File: src/rtl/alu_pkg.sv
// Shared ALU definitions: divider state encoding, result width and the
// divide-by-zero quotient pattern, plus a magnitude helper for signed operands.
package alu_pkg;

  localparam int WIDTH = 32;

  localparam logic [WIDTH-1:0] DIV_ZERO_Q = 32'hFFFF_FFFF;

  typedef enum logic [1:0] {
    IDLE,
    RUN,
    FIX,
    DONE
  } state_t;

  // Two's-complement magnitude; only applied when the operand is treated as signed.
  function automatic logic [WIDTH-1:0] magnitude(input logic [WIDTH-1:0] v,
                                                 input logic             isSigned);
    return (isSigned && v[WIDTH-1]) ? (~v + WIDTH'(1)) : v;
  endfunction

endpackage

File: src/rtl/alu_div_step.sv
// One restoring-division iteration: shift {rem, q} left, trial-subtract the
// divisor by invert-and-add, and keep the difference only when it does not borrow.
module alu_div_step
  import alu_pkg::*;
(
  input  logic [WIDTH-1:0] i_rem,
  input  logic [WIDTH-1:0] i_q,
  input  logic [WIDTH-1:0] i_dvs,
  output logic [WIDTH-1:0] o_rem,
  output logic [WIDTH-1:0] o_q,
  output logic             o_borrow
);

  logic [WIDTH:0]   w_remShift;
  logic [WIDTH+1:0] w_trial;
  logic             w_unusedTop;

  // The shifted remainder can reach 33 bits, so the trial runs one bit wider
  // and the top carry decides; a kept difference is below the divisor and fits WIDTH bits.
  assign w_remShift  = {i_rem, i_q[WIDTH-1]};
  assign w_trial     = {1'b0, w_remShift} + {1'b0, ~{1'b0, i_dvs}} + (WIDTH+2)'(1);
  assign o_borrow    = ~w_trial[WIDTH+1];
  assign w_unusedTop = w_trial[WIDTH];

  assign o_rem = o_borrow ? w_remShift[WIDTH-1:0] : w_trial[WIDTH-1:0];
  assign o_q   = {i_q[WIDTH-2:0], ~o_borrow};

endmodule

File: src/rtl/alu_div32_seq.sv
// Multi-cycle 32-bit restoring divider: one quotient bit per cycle, signed
// operands handled by dividing magnitudes and fixing signs in a final cycle.
module alu_div32_seq
  import alu_pkg::*;
#(
  parameter int WIDTH_P = WIDTH,
  parameter int CNT_W   = 6
) (
  input  logic               clk,
  input  logic               rst_n,
  input  logic               in_valid,
  output logic               in_ready,
  input  logic [WIDTH_P-1:0] dividend,
  input  logic [WIDTH_P-1:0] divisor,
  input  logic               is_signed,
  output logic               out_valid,
  input  logic               out_ready,
  output logic [WIDTH_P-1:0] quotient,
  output logic [WIDTH_P-1:0] remainder,
  output logic               div_by_zero
);

  state_t             r_state;
  logic [WIDTH-1:0]   r_rem;
  logic [WIDTH-1:0]   r_q;
  logic [WIDTH-1:0]   r_dvs;
  logic [CNT_W-1:0]   r_cnt;
  logic               r_qSign;
  logic               r_rSign;
  logic               r_inReady;
  logic               r_outValid;
  logic [WIDTH-1:0]   r_quotient;
  logic [WIDTH-1:0]   r_remainder;
  logic               r_dbz;

  logic [WIDTH-1:0]   w_nextRem;
  logic [WIDTH-1:0]   w_nextQ;
  logic               w_unusedBorrow;

  alu_div_step u_step (
    .i_rem    (r_rem),
    .i_q      (r_q),
    .i_dvs    (r_dvs),
    .o_rem    (w_nextRem),
    .o_q      (w_nextQ),
    .o_borrow (w_unusedBorrow)
  );

  always_ff @(posedge clk) begin
    if (!rst_n) begin
      r_state     <= IDLE;
      r_rem       <= '0;
      r_q         <= '0;
      r_dvs       <= '0;
      r_cnt       <= '0;
      r_qSign     <= 1'b0;
      r_rSign     <= 1'b0;
      r_inReady   <= 1'b1;
      r_outValid  <= 1'b0;
      r_quotient  <= '0;
      r_remainder <= '0;
      r_dbz       <= 1'b0;
    end else begin
      case (r_state)
        IDLE: begin
          if (in_valid && r_inReady) begin
            r_inReady <= 1'b0;
            if (divisor == '0) begin
              // Zero divisor skips iteration and reports the raw dividend.
              r_quotient  <= DIV_ZERO_Q;
              r_remainder <= dividend;
              r_dbz       <= 1'b1;
              r_outValid  <= 1'b1;
              r_state     <= DONE;
            end else begin
              r_q     <= magnitude(dividend, is_signed);
              r_dvs   <= magnitude(divisor, is_signed);
              r_qSign <= is_signed & (dividend[WIDTH-1] ^ divisor[WIDTH-1]);
              r_rSign <= is_signed & dividend[WIDTH-1];
              r_rem   <= '0;
              r_cnt   <= CNT_W'(WIDTH);
              r_dbz   <= 1'b0;
              r_state <= RUN;
            end
          end
        end
        RUN: begin
          r_rem <= w_nextRem;
          r_q   <= w_nextQ;
          r_cnt <= r_cnt - CNT_W'(1);
          if (r_cnt == CNT_W'(1)) begin
            r_state <= FIX;
          end
        end
        FIX: begin
          r_quotient  <= r_qSign ? (~r_q + WIDTH'(1)) : r_q;
          r_remainder <= r_rSign ? (~r_rem + WIDTH'(1)) : r_rem;
          r_outValid  <= 1'b1;
          r_state     <= DONE;
        end
        DONE: begin
          if (out_ready) begin
            r_outValid <= 1'b0;
            r_inReady  <= 1'b1;
            r_state    <= IDLE;
          end
        end
        default: begin
          r_state <= IDLE;
        end
      endcase
    end
  end

  assign in_ready    = r_inReady;
  assign out_valid   = r_outValid;
  assign quotient    = r_quotient;
  assign remainder   = r_remainder;
  assign div_by_zero = r_dbz;

endmodule

File: config.mk
export PLATFORM = sky130hd
export DESIGN_NAME = alu_div32_seq
export DESIGN_NICKNAME = d
export VERILOG_FILES = /design/src/rtl/alu_pkg.sv /design/src/rtl/alu_div_step.sv /design/src/rtl/alu_div32_seq.sv
export SDC_FILE = /design/constraint.sdc
export NUM_CORES = 1
export LEC_CHECK = 0
export CORE_ASPECT_RATIO = 1.25
export CORE_UTILIZATION = 45
export DETAILED_ROUTE_END_ITERATION = 10
export PLACE_DENSITY = 0.67
export SKIP_LAST_GASP = 1
export SLEW_MARGIN = 10
export SYNTH_ARGS = -nofsm -noshare
export SYNTH_HDL_FRONTEND = slang
export SYNTH_SLANG_ARGS = --single-unit
export TNS_END_PERCENT = 5
File: constraint.sdc
create_clock -name clk -period 4.2 [get_ports clk]
set_input_delay 0.84 -clock clk [delete_from_list [all_inputs] [get_ports clk]]
set_output_delay 0.84 -clock clk [all_outputs]
set_load 0.03 [all_outputs]
==> out/qor.txt, run 1 <==
Synth area leaders: dfxtp_1, xor2_1, a21oi_1, ha_1, nand2_1
Mapped Avg Cell Area: 7.83 µm²
max_cap viols: 0
min-delay src: remainder[3]
crit start category: input port
final wirelength: 30,400 µm
initial drt markers: 597
Skew-Pair Late Insertion Delay: 0.43 ns
vias in the first global route: 10,100
Rel. slew slack: 31.1%
DR pass1 iterations: 6
Routability Congestion: 0.895
P_leak: 0.00512 µW
CP bufs+invs: 2
Pwr Total: 7490 µW
vias per cell: 5.65
core area: 24,000 µm²
Worst VDD drop: 309 µV
critical path arrival: 3.93 ns
TNS Setup: 0 ns
Port Buf Inserts: 135
die area: 25,300 µm²
initial antenna violation count: 0
Residual DRC: 0
commonest non-fill, non-tap cell in the layout: dfxtp_1
final critical-path required period: 3.58 ns
final net count: 1,623
predominant post-synthesis flop cell: dfxtp_1
worst reg2reg path startpoint: r_q[31]
top-area cell type share of the netlist area: 31.2%
initial core utilization: 46.3%
hold-fix buffers at CTS: 0
Post-DP HPWL: 23,000 µm
CTS Buf Count: 17
Synth Net Count: 1,530
post-synthesis cell count: 1,417
Syn-to-layout area delta: 19.7%
clk sinks: 173
most area-hungry cell type in the Yosys netlist: dfxtp_1
CTS tree: yes
share of cells above drive strength 1: 5.78%
Worst Hold Endpoint: remainder[3]
Least-Margin Pin Slew: 1.03 ns
status: complete, no violations
CP max stage delay: 0.59 ns
Ant. Diodes: 0
pre-CTS WS: 0.205 ns
routed len/inst: 16.5 µm
Final Cycle Share: 85.1%
largest net degree at the start of global routing: 78
CP Max Fanout: 55
via count: 10,400
Die Ht: 178 µm
Hold Fails Final Rpt: 0
fin. max-slew vios: 0
Worst Hold Class: flop to flop
IO Count: 136
nature of the critical path endpoint: flop
Seq/Total Area, Yosys: 31.2%
worst r2r dst: r_rem[11]
RSZ-0062 raised after global routing: no
gr usage total: 24.6%
Die Span X: 142 µm
ys async rst share: 0%
maximum clock path buffer count: 2
synth warn: 0
postcts setup bufs: 0
fillers: 2,320
Cell Pwr Density: 563 nW/µm²
Reg2Reg Setup Slack: 0.70 ns
Routed Antenna Nets: 0
hold path depth: 2
Seq cells post-synth: 173
CP Class: input port to flop
delay-heaviest family, CP: simple AND/OR/NAND/NOR gates
clk slew on worst S/H paths: 0.07 ns
Post-synth EDFFs: 0
most frequent cells in the layout: dfxtp_1, nand2_1, clkdlybuf4s50_1, a21oi_1, nor2_1
# H-tree levels: 4
CP max stage cell: or4_4
CTS resizes: 0
Netlist cell types: 68
CP cell instances: clkdlybuf4s50_1 -> or4_4 -> nor4_2 -> nand3_1 -> nor2_1 -> a21o_1 -> buf_12 -> nand2_1 -> o21ai_0
Root Driver: clkbuf_16
# rows: 63
Cell Area, Synth: 11,100 µm²
fmax: 280 MHz
Final Util: 55.5%
R2R depth: 11
first-pass GRT wire length: 49,600 µm
Clock Skew: 0.00775 ns
Required @ worst endpoint: 4.55 ns
setup ws final: 0.625 ns
grt ovf: 0
Setup violations, final: 0
[through the flow]
step | hold WS, ns | instance area (µm²) | cells
floorplan | 0.432 | 11100 | 1417
global placement | 0.441 | 12700 | 1816
finish | 0.456 | 13300 | 1848
detailed placement | 0.447 | 12700 | 1816
CTS | 0.457 | 13300 | 1848
global route | 0.479 | 13300 | 1848
[cell usage after synthesis (6+ instances only)]
library cell  instances
ha_1                 43
nor2_1              116
a221o_1               8
nor3_1               20
o211ai_1             21
a21oi_1             128
a211oi_1             42
mux2i_1              20
inv_1                64
a21o_1               13
and2_1                7
o41ai_1              13
and3_1                8
nor2b_1               8
or4_1                15
xor2_1               92
buf_2                21
a32oi_1              14
nand4_1               6
o22ai_1               8
nand2b_1             14
nor4_1               12
o21ai_1              59
nand3_1              34
xnor2_1              55
clkbuf_1             55
nand2_1             135
dfxtp_1             173
o21ai_0              73
a31oi_1              20
o31ai_1              35
a22oi_1              10
[final cells by class]
type / count / area [µm²] / share of cell area (%)
clock inverter: 15 / 140 / 1.05
timing repair buffer: 159 / 1560 / 11.7
multi-input combinational: 1094 / 7050 / 53.1
tap: 325 / 407 / 3.06
sequential: 173 / 3460 / 26.1
clock buffer: 17 / 425 / 3.20
inverter: 65 / 244 / 1.84
[worst max-delay path by stage]
stage                start            end  slack, ns  cells past startpoint
6_report       divisor[20]  remainder[15]       0.62                      9
5_1_grt        divisor[20]  remainder[29]       0.38                      9
4_1_cts        divisor[20]  remainder[15]       0.67                      9
3_5_place_dp   divisor[20]  remainder[25]       0.20                      9
3_3_place_gp   divisor[20]  remainder[15]       0.36                      9
2_1_floorplan   divisor[6]        r_q[13]       1.24                      8
[metal layers]
metal  wire [µm]  GRT usage (%)  up-vias
met2       15300           44.8      267
met5           0              0        -
li1            -              -     5303
met1       13200           29.2     4806
met4         839           9.54        0
met3        1080           3.00       61
[registers in the layout (all words and copies together) (netlist names), 2 cells and up]
name,cells
r_rem,32
r_dvs,32
r_q,32
remainder,32
quotient,32
r_cnt,6
r_state,2
[worst min-delay path: stages, from the launching register on]
cell,delay (ns)
dfxtp_1,0.31
nand2_1,0.05
a21oi_1,0.05
[kinds of logic after synthesis]
| kind of cell | Yosys count | synth area share [%] |
|---|---|---|
| buffers and inverters | 150 | 5.51 |
| AND/OR/NAND/NOR | 407 | 17.7 |
| AO/OA/AOI/OAI | 474 | 26.9 |
| XOR/XNOR | 147 | 11.6 |
| adder cells (fa/ha/maj) | 44 | 5.03 |
| multiplexers | 22 | 2.01 |
| flip-flops | 173 | 31.2 |
[power by group]
part           switching [µW]  total (µW)  internal [µW]
Sequential                307        2280           1970
Combinational            2210        3660           1450
Clock                     726        1550            826
Power figures use the tool's default switching activity.
==> inputs of run 2 (changes only) <==
--- a/config.mk
+++ b/config.mk
@@ -5,8 +5,8 @@
 export SDC_FILE = /design/constraint.sdc
 export NUM_CORES = 1
 export LEC_CHECK = 0
-export CORE_ASPECT_RATIO = 1.25
 export CORE_UTILIZATION = 45
+export CTS_CLUSTER_DIAMETER = 200
 export DETAILED_ROUTE_END_ITERATION = 10
 export PLACE_DENSITY = 0.67
 export SKIP_LAST_GASP = 1
==> run 2 against run 1 <==
Compared with the run above:
- setup slack got worse by 0.014 ns
- combinational power is essentially flat
- cell count is 0.16% lower
- clock power is essentially flat
- design area about the same
- die area barely moved
- via count down 0.65%
- first-iteration DRC count up 28%
- sequential power barely moved
==> out/qor.txt, run 2 (same netlist as run 1, synthesis figures left out) <==
status: complete, no violations
largest net degree at the start of global routing: 56
min-delay src: remainder[5]
critical path arrival: 3.93 ns
Reg power frac: 30.6%
setup ws final: 0.611 ns
combinational share of power: 48.7%
Hold Fails Final Rpt: 0
Residual DRC: 0
fillers: 2,332
final critical-path required period: 3.59 ns
CTS resizes: 0
Clk network pwr share: 20.7%
Routability Congestion: 0.935
Syn-to-layout area delta: 19.7%
# H-tree levels: 4
die area: 25,300 µm²
Least-Margin Pin Slew: 1.17 ns
Rel. slew slack: 22.2%
Port Buf Inserts: 135
Clock Skew: 0.0124 ns
initial core utilization: 45.8%
clk sinks: 173
Sw Share: 43.2%
Root Driver: clkbuf_16
via count: 10,400
maximum clock path buffer count: 2
fmax: 279 MHz
Die Ht: 159 µm
Final Util: 54.8%
Post-DP HPWL: 22,800 µm
core area: 24,200 µm²
commonest non-fill, non-tap cell in the layout: dfxtp_1
DR pass1 iterations: 5
Worst VDD drop: 251 µV
footprint of the multi-input gates: 7050 µm²
crit start category: input port
final wirelength: 30,300 µm
Worst Setup SP: divisor[12]
gr usage total: 23.8%
hold-fix buffers at CTS: 0
nature of the critical path endpoint: flop
Required @ worst endpoint: 4.54 ns
initial drt markers: 762
Sw Pwr: 3230 µW
IO Count: 136
vias per cell: 5.62
TNS Setup: 0 ns
Skew-Pair Late Insertion Delay: 0.43 ns
fin. max-slew vios: 0
most frequent cells in the layout: dfxtp_1, nand2_1, clkdlybuf4s50_1, a21oi_1, nor2_1
Worst Hold Class: flop to flop
# rows: 57
CP Class: input port to flop
first-pass GRT wire length: 49,300 µm
initial antenna violation count: 0
CTS Buf Count: 17
Ant. Diodes: 0
Setup violations, final: 0
vias in the first global route: 9,678
clk slew on worst S/H paths: 0.07 ns
CTS tree: yes
Final Cycle Share: 85.5%
grt ovf: 0
Register Area: 3460 µm²
Routed Antenna Nets: 0
worst reg2reg path startpoint: r_q[31]
RSZ-0062 raised after global routing: no
share of cells above drive strength 1: 5.65%
CP Max Fanout: 32
routed len/inst: 16.4 µm
Cell Pwr Density: 563 nW/µm²
postcts setup bufs: 0
Die Span X: 159 µm
max_cap viols: 0
final net count: 1,622
P_leak: 0.00512 µW
Int Pwr: 4240 µW
pre-CTS WS: 0.232 ns
## run 2: cell count changes in the layout (fill, tap and decap cells not counted), sizes merged
cell / change
clkinv: -2
inv: +1
buf: -1
## run 2: final cells by class
| cell class | count | share of cell area, % |
|---|---|---|
| clock buffers | 17 | 3.20 |
| clock inverters | 14 | 1.04 |
| multi-input cells | 1094 | 53.0 |
| repair buffers | 158 | 11.8 |
| inverters | 65 | 1.84 |
| well taps | 324 | 3.05 |
| flip-flops and latches | 173 | 26.1 |
## run 2: worst paths after layout
kind,end,slack [ns],cells past startpoint
max,r_rem[29],0.61,10
min,remainder[5],0.45,2
max reg2reg,r_rem[24],0.82,12
min reg2reg,remainder[5],0.45,2
## run 2: critical path, cell delays in order
cell	delay (ns)
clkdlybuf4s50_1	0.49
nor4_1	0.65
nor3b_1	0.35
nand3_1	0.29
nand2b_1	0.28
o21ai_2	0.28
nor2_2	0.21
buf_4	0.34
a32oi_1	0.10
o31ai_1	0.10
## run 2: power by group through the flow
stage | registers (µW) | logic [µW] | clock network, µW
floorplan | 2440 | 2470 | 0
global placement | 2310 | 3570 | 0
detailed placement | 2320 | 3610 | 0
CTS | 2280 | 3630 | 1560
global route | 2330 | 4010 | 1640
finish | 2290 | 3640 | 1540
## run 2: metrics by stage
step           power, µW  instance area [µm²]  cells  hold slack, ns
6_report            7470                13300   1845           0.453
5_1_grt             7990                13300   1845           0.478
4_1_cts             7470                13300   1845           0.455
3_5_place_dp        5930                12700   1814           0.445
3_3_place_gp        5870                12700   1814           0.440
2_1_floorplan       4910                11100   1417           0.432
## run 2: per-layer routing
layer / wire [µm] / vias up / share of wire, % / global-route usage [%]
met5: 0 / - / 0 / 0
met4: 523 / 0 / 1.7 / 6.95
li1: - / 5303 / - / -
met1: 14400 / 4786 / 47 / 31.4
met3: 1110 / 37 / 3.7 / 3.15
met2: 14300 / 243 / 47 / 40.6
==> inputs of run 3 (changes only) <==
--- a/config.mk
+++ b/config.mk
@@ -5,10 +5,12 @@
 export SDC_FILE = /design/constraint.sdc
 export NUM_CORES = 1
 export LEC_CHECK = 0
+export CELL_PAD_IN_SITES_DETAIL_PLACEMENT = 0
+export CELL_PAD_IN_SITES_GLOBAL_PLACEMENT = 1
 export CORE_UTILIZATION = 45
 export CTS_CLUSTER_DIAMETER = 200
 export DETAILED_ROUTE_END_ITERATION = 10
-export PLACE_DENSITY = 0.67
+export PLACE_DENSITY_LB_ADDON = 0.1
 export SKIP_LAST_GASP = 1
 export SLEW_MARGIN = 10
 export SYNTH_ARGS = -nofsm -noshare
==> run 3 against run 2 <==
Compared with the run above:
- sequential power about the same
- via count is 0.32% lower
- flip-flop and latch count unchanged
- non-clock buffer count up 2
- register-to-register slack worse by 0.04 ns
- die area stayed put
- clock skew is 0.0017 ns lower
- total power up 2.1%
- core utilization up 0.41 points
- setup slack improved by 0.17 ns
- global-route usage increased by 0.96 points
- clock-buffer cell count stayed put
- largest power group unchanged
==> out/qor.txt, run 3 (same netlist as run 1, synthesis figures left out) <==
status: complete, no violations
Skew-Pair Late Insertion Delay: 0.43 ns
Syn-to-layout area delta: 20.5%
fin. max-slew vios: 0
via count: 10,300
Required @ worst endpoint: 4.51 ns
Ant. Diodes: 0
Die Ht: 159 µm
CP Class: flop to flop
Final Cycle Share: 81.4%
Reg power frac: 30.0%
gr usage total: 24.8%
Int Pwr: 4380 µW
final net count: 1,624
Least-Margin Pin Slew: 1.00 ns
vias in the first global route: 9,777
fillers: 2,339
CP Max Fanout: 5
Clk network pwr share: 21.8%
routed len/inst: 17.0 µm
Sw Pwr: 3250 µW
vias per cell: 5.60
Worst Hold Class: flop to flop
initial drt markers: 646
# H-tree levels: 4
first-pass GRT wire length: 50,700 µm
max_cap viols: 0
Sw Share: 42.6%
largest net degree at the start of global routing: 64
CTS tree: yes
Rel. slew slack: 33.0%
hold-fix buffers at CTS: 0
Root Driver: clkbuf_16
final wirelength: 31,400 µm
commonest non-fill, non-tap cell in the layout: dfxtp_1
clk sinks: 173
grt ovf: 0
# rows: 57
nature of the critical path endpoint: flop
core area: 24,200 µm²
initial core utilization: 45.8%
Worst VDD drop: 266 µV
Cell Pwr Density: 570 nW/µm²
crit start category: flop
CTS resizes: 0
final non-filler cell area: 13,400 µm²
postcts setup bufs: 0
Clock Skew: 0.0107 ns
Port Buf Inserts: 135
TNS Setup: 0 ns
Die Span X: 159 µm
most frequent cells in the layout: dfxtp_1, nand2_1, clkdlybuf4s50_1, a21oi_1, nor2_1
die area: 25,300 µm²
RSZ-0062 raised after global routing: no
IO Count: 136
fmax: 293 MHz
Routed Antenna Nets: 0
Hold Fails Final Rpt: 0
Post-DP HPWL: 23,900 µm
final critical-path required period: 3.42 ns
initial antenna violation count: 0
Post-DP Area: 12,800 µm²
P_leak: 0.00516 µW
Residual DRC: 0
share of cells above drive strength 1: 5.91%
DR pass1 iterations: 7
critical path arrival: 3.73 ns
clk slew on worst S/H paths: 0.07 ns
CTS Buf Count: 17
combinational share of power: 48.2%
maximum clock path buffer count: 2
Routability Congestion: 0.905
Setup violations, final: 0
==> run 3: cell types whose count changed in the layout (fill, tap and decap cells not counted), moves of 2 or more <==
cell and change:
clkinv_4 -2, buf_12 +2, inv_6 +2, bufinv_16 +2
==> run 3: metrics by stage <==
| stage | utilization (%) | cells | setup WS (ns) | power, µW | hold WS, ns |
|---|---|---|---|---|---|
| final | 55.2 | 1847 | 0.782 | 7630 | 0.454 |
| after global routing | 55.2 | 1847 | 0.493 | 8150 | 0.472 |
| after CTS | 55.2 | 1847 | 0.756 | 7660 | 0.457 |
| after detailed placement | 52.7 | 1816 | 0.478 | 5990 | 0.448 |
| after global placement | 52.7 | 1816 | 0.551 | 5960 | 0.438 |
| after floorplan | - | 1417 | 1.24 | 4910 | 0.432 |
==> run 3: area by class of cell <==
type / count / area [µm²] / share of cell area (%)
Clock buffer: 17 / 425 / 3.18
Clock inverter: 14 / 181 / 1.36
Inverter: 65 / 244 / 1.82
Multi-Input combinational cell: 1094 / 7060 / 52.8
Sequential cell: 173 / 3460 / 25.9
Tap cell: 324 / 405 / 3.03
Timing Repair Buffer: 160 / 1600 / 12.0
==> run 3: critical path, cell delays in order (launching register included) <==
cell	delay (ns)
dfxtp_1	0.34
inv_1	0.25
ha_1	0.26
inv_1	0.06
fa_1	0.42
a211oi_1	0.34
o211ai_1	0.17
a21o_1	0.22
a21oi_1	0.28
o21ai_0	0.36
a21boi_0	0.31
xor2_1	0.21
o21ai_1	0.08
==> run 3: layer usage <==
layer	vias up	share of wire, %	GRT usage [%]
li1	5297	-	-
met1	4760	47	31.9
met2	233	47	43.1
met3	46	3.1	2.68
met4	0	2.4	8.44
met5	-	0	0
==> run 3: worst paths after layout <==
kind                                    from            to  slack (ns)  depth (start not counted)
worst max-delay path                 r_q[31]     r_rem[26]        0.78                         12
worst max register to register       r_q[31]     r_rem[26]        0.78                         12
worst min-delay path            remainder[4]  remainder[4]        0.45                          2
worst min register to register  remainder[4]  remainder[4]        0.45                          2
==> run 3: power groups by stage <==
| stage | combinational [µW] | sequential, µW | clock (µW) |
|---|---|---|---|
| final | 3680 | 2290 | 1660 |
| after CTS | 3680 | 2290 | 1690 |
| after detailed placement | 3670 | 2320 | 0 |
| after floorplan | 2470 | 2440 | 0 |
| after global placement | 3640 | 2320 | 0 |
| after global routing | 4040 | 2340 | 1770 |
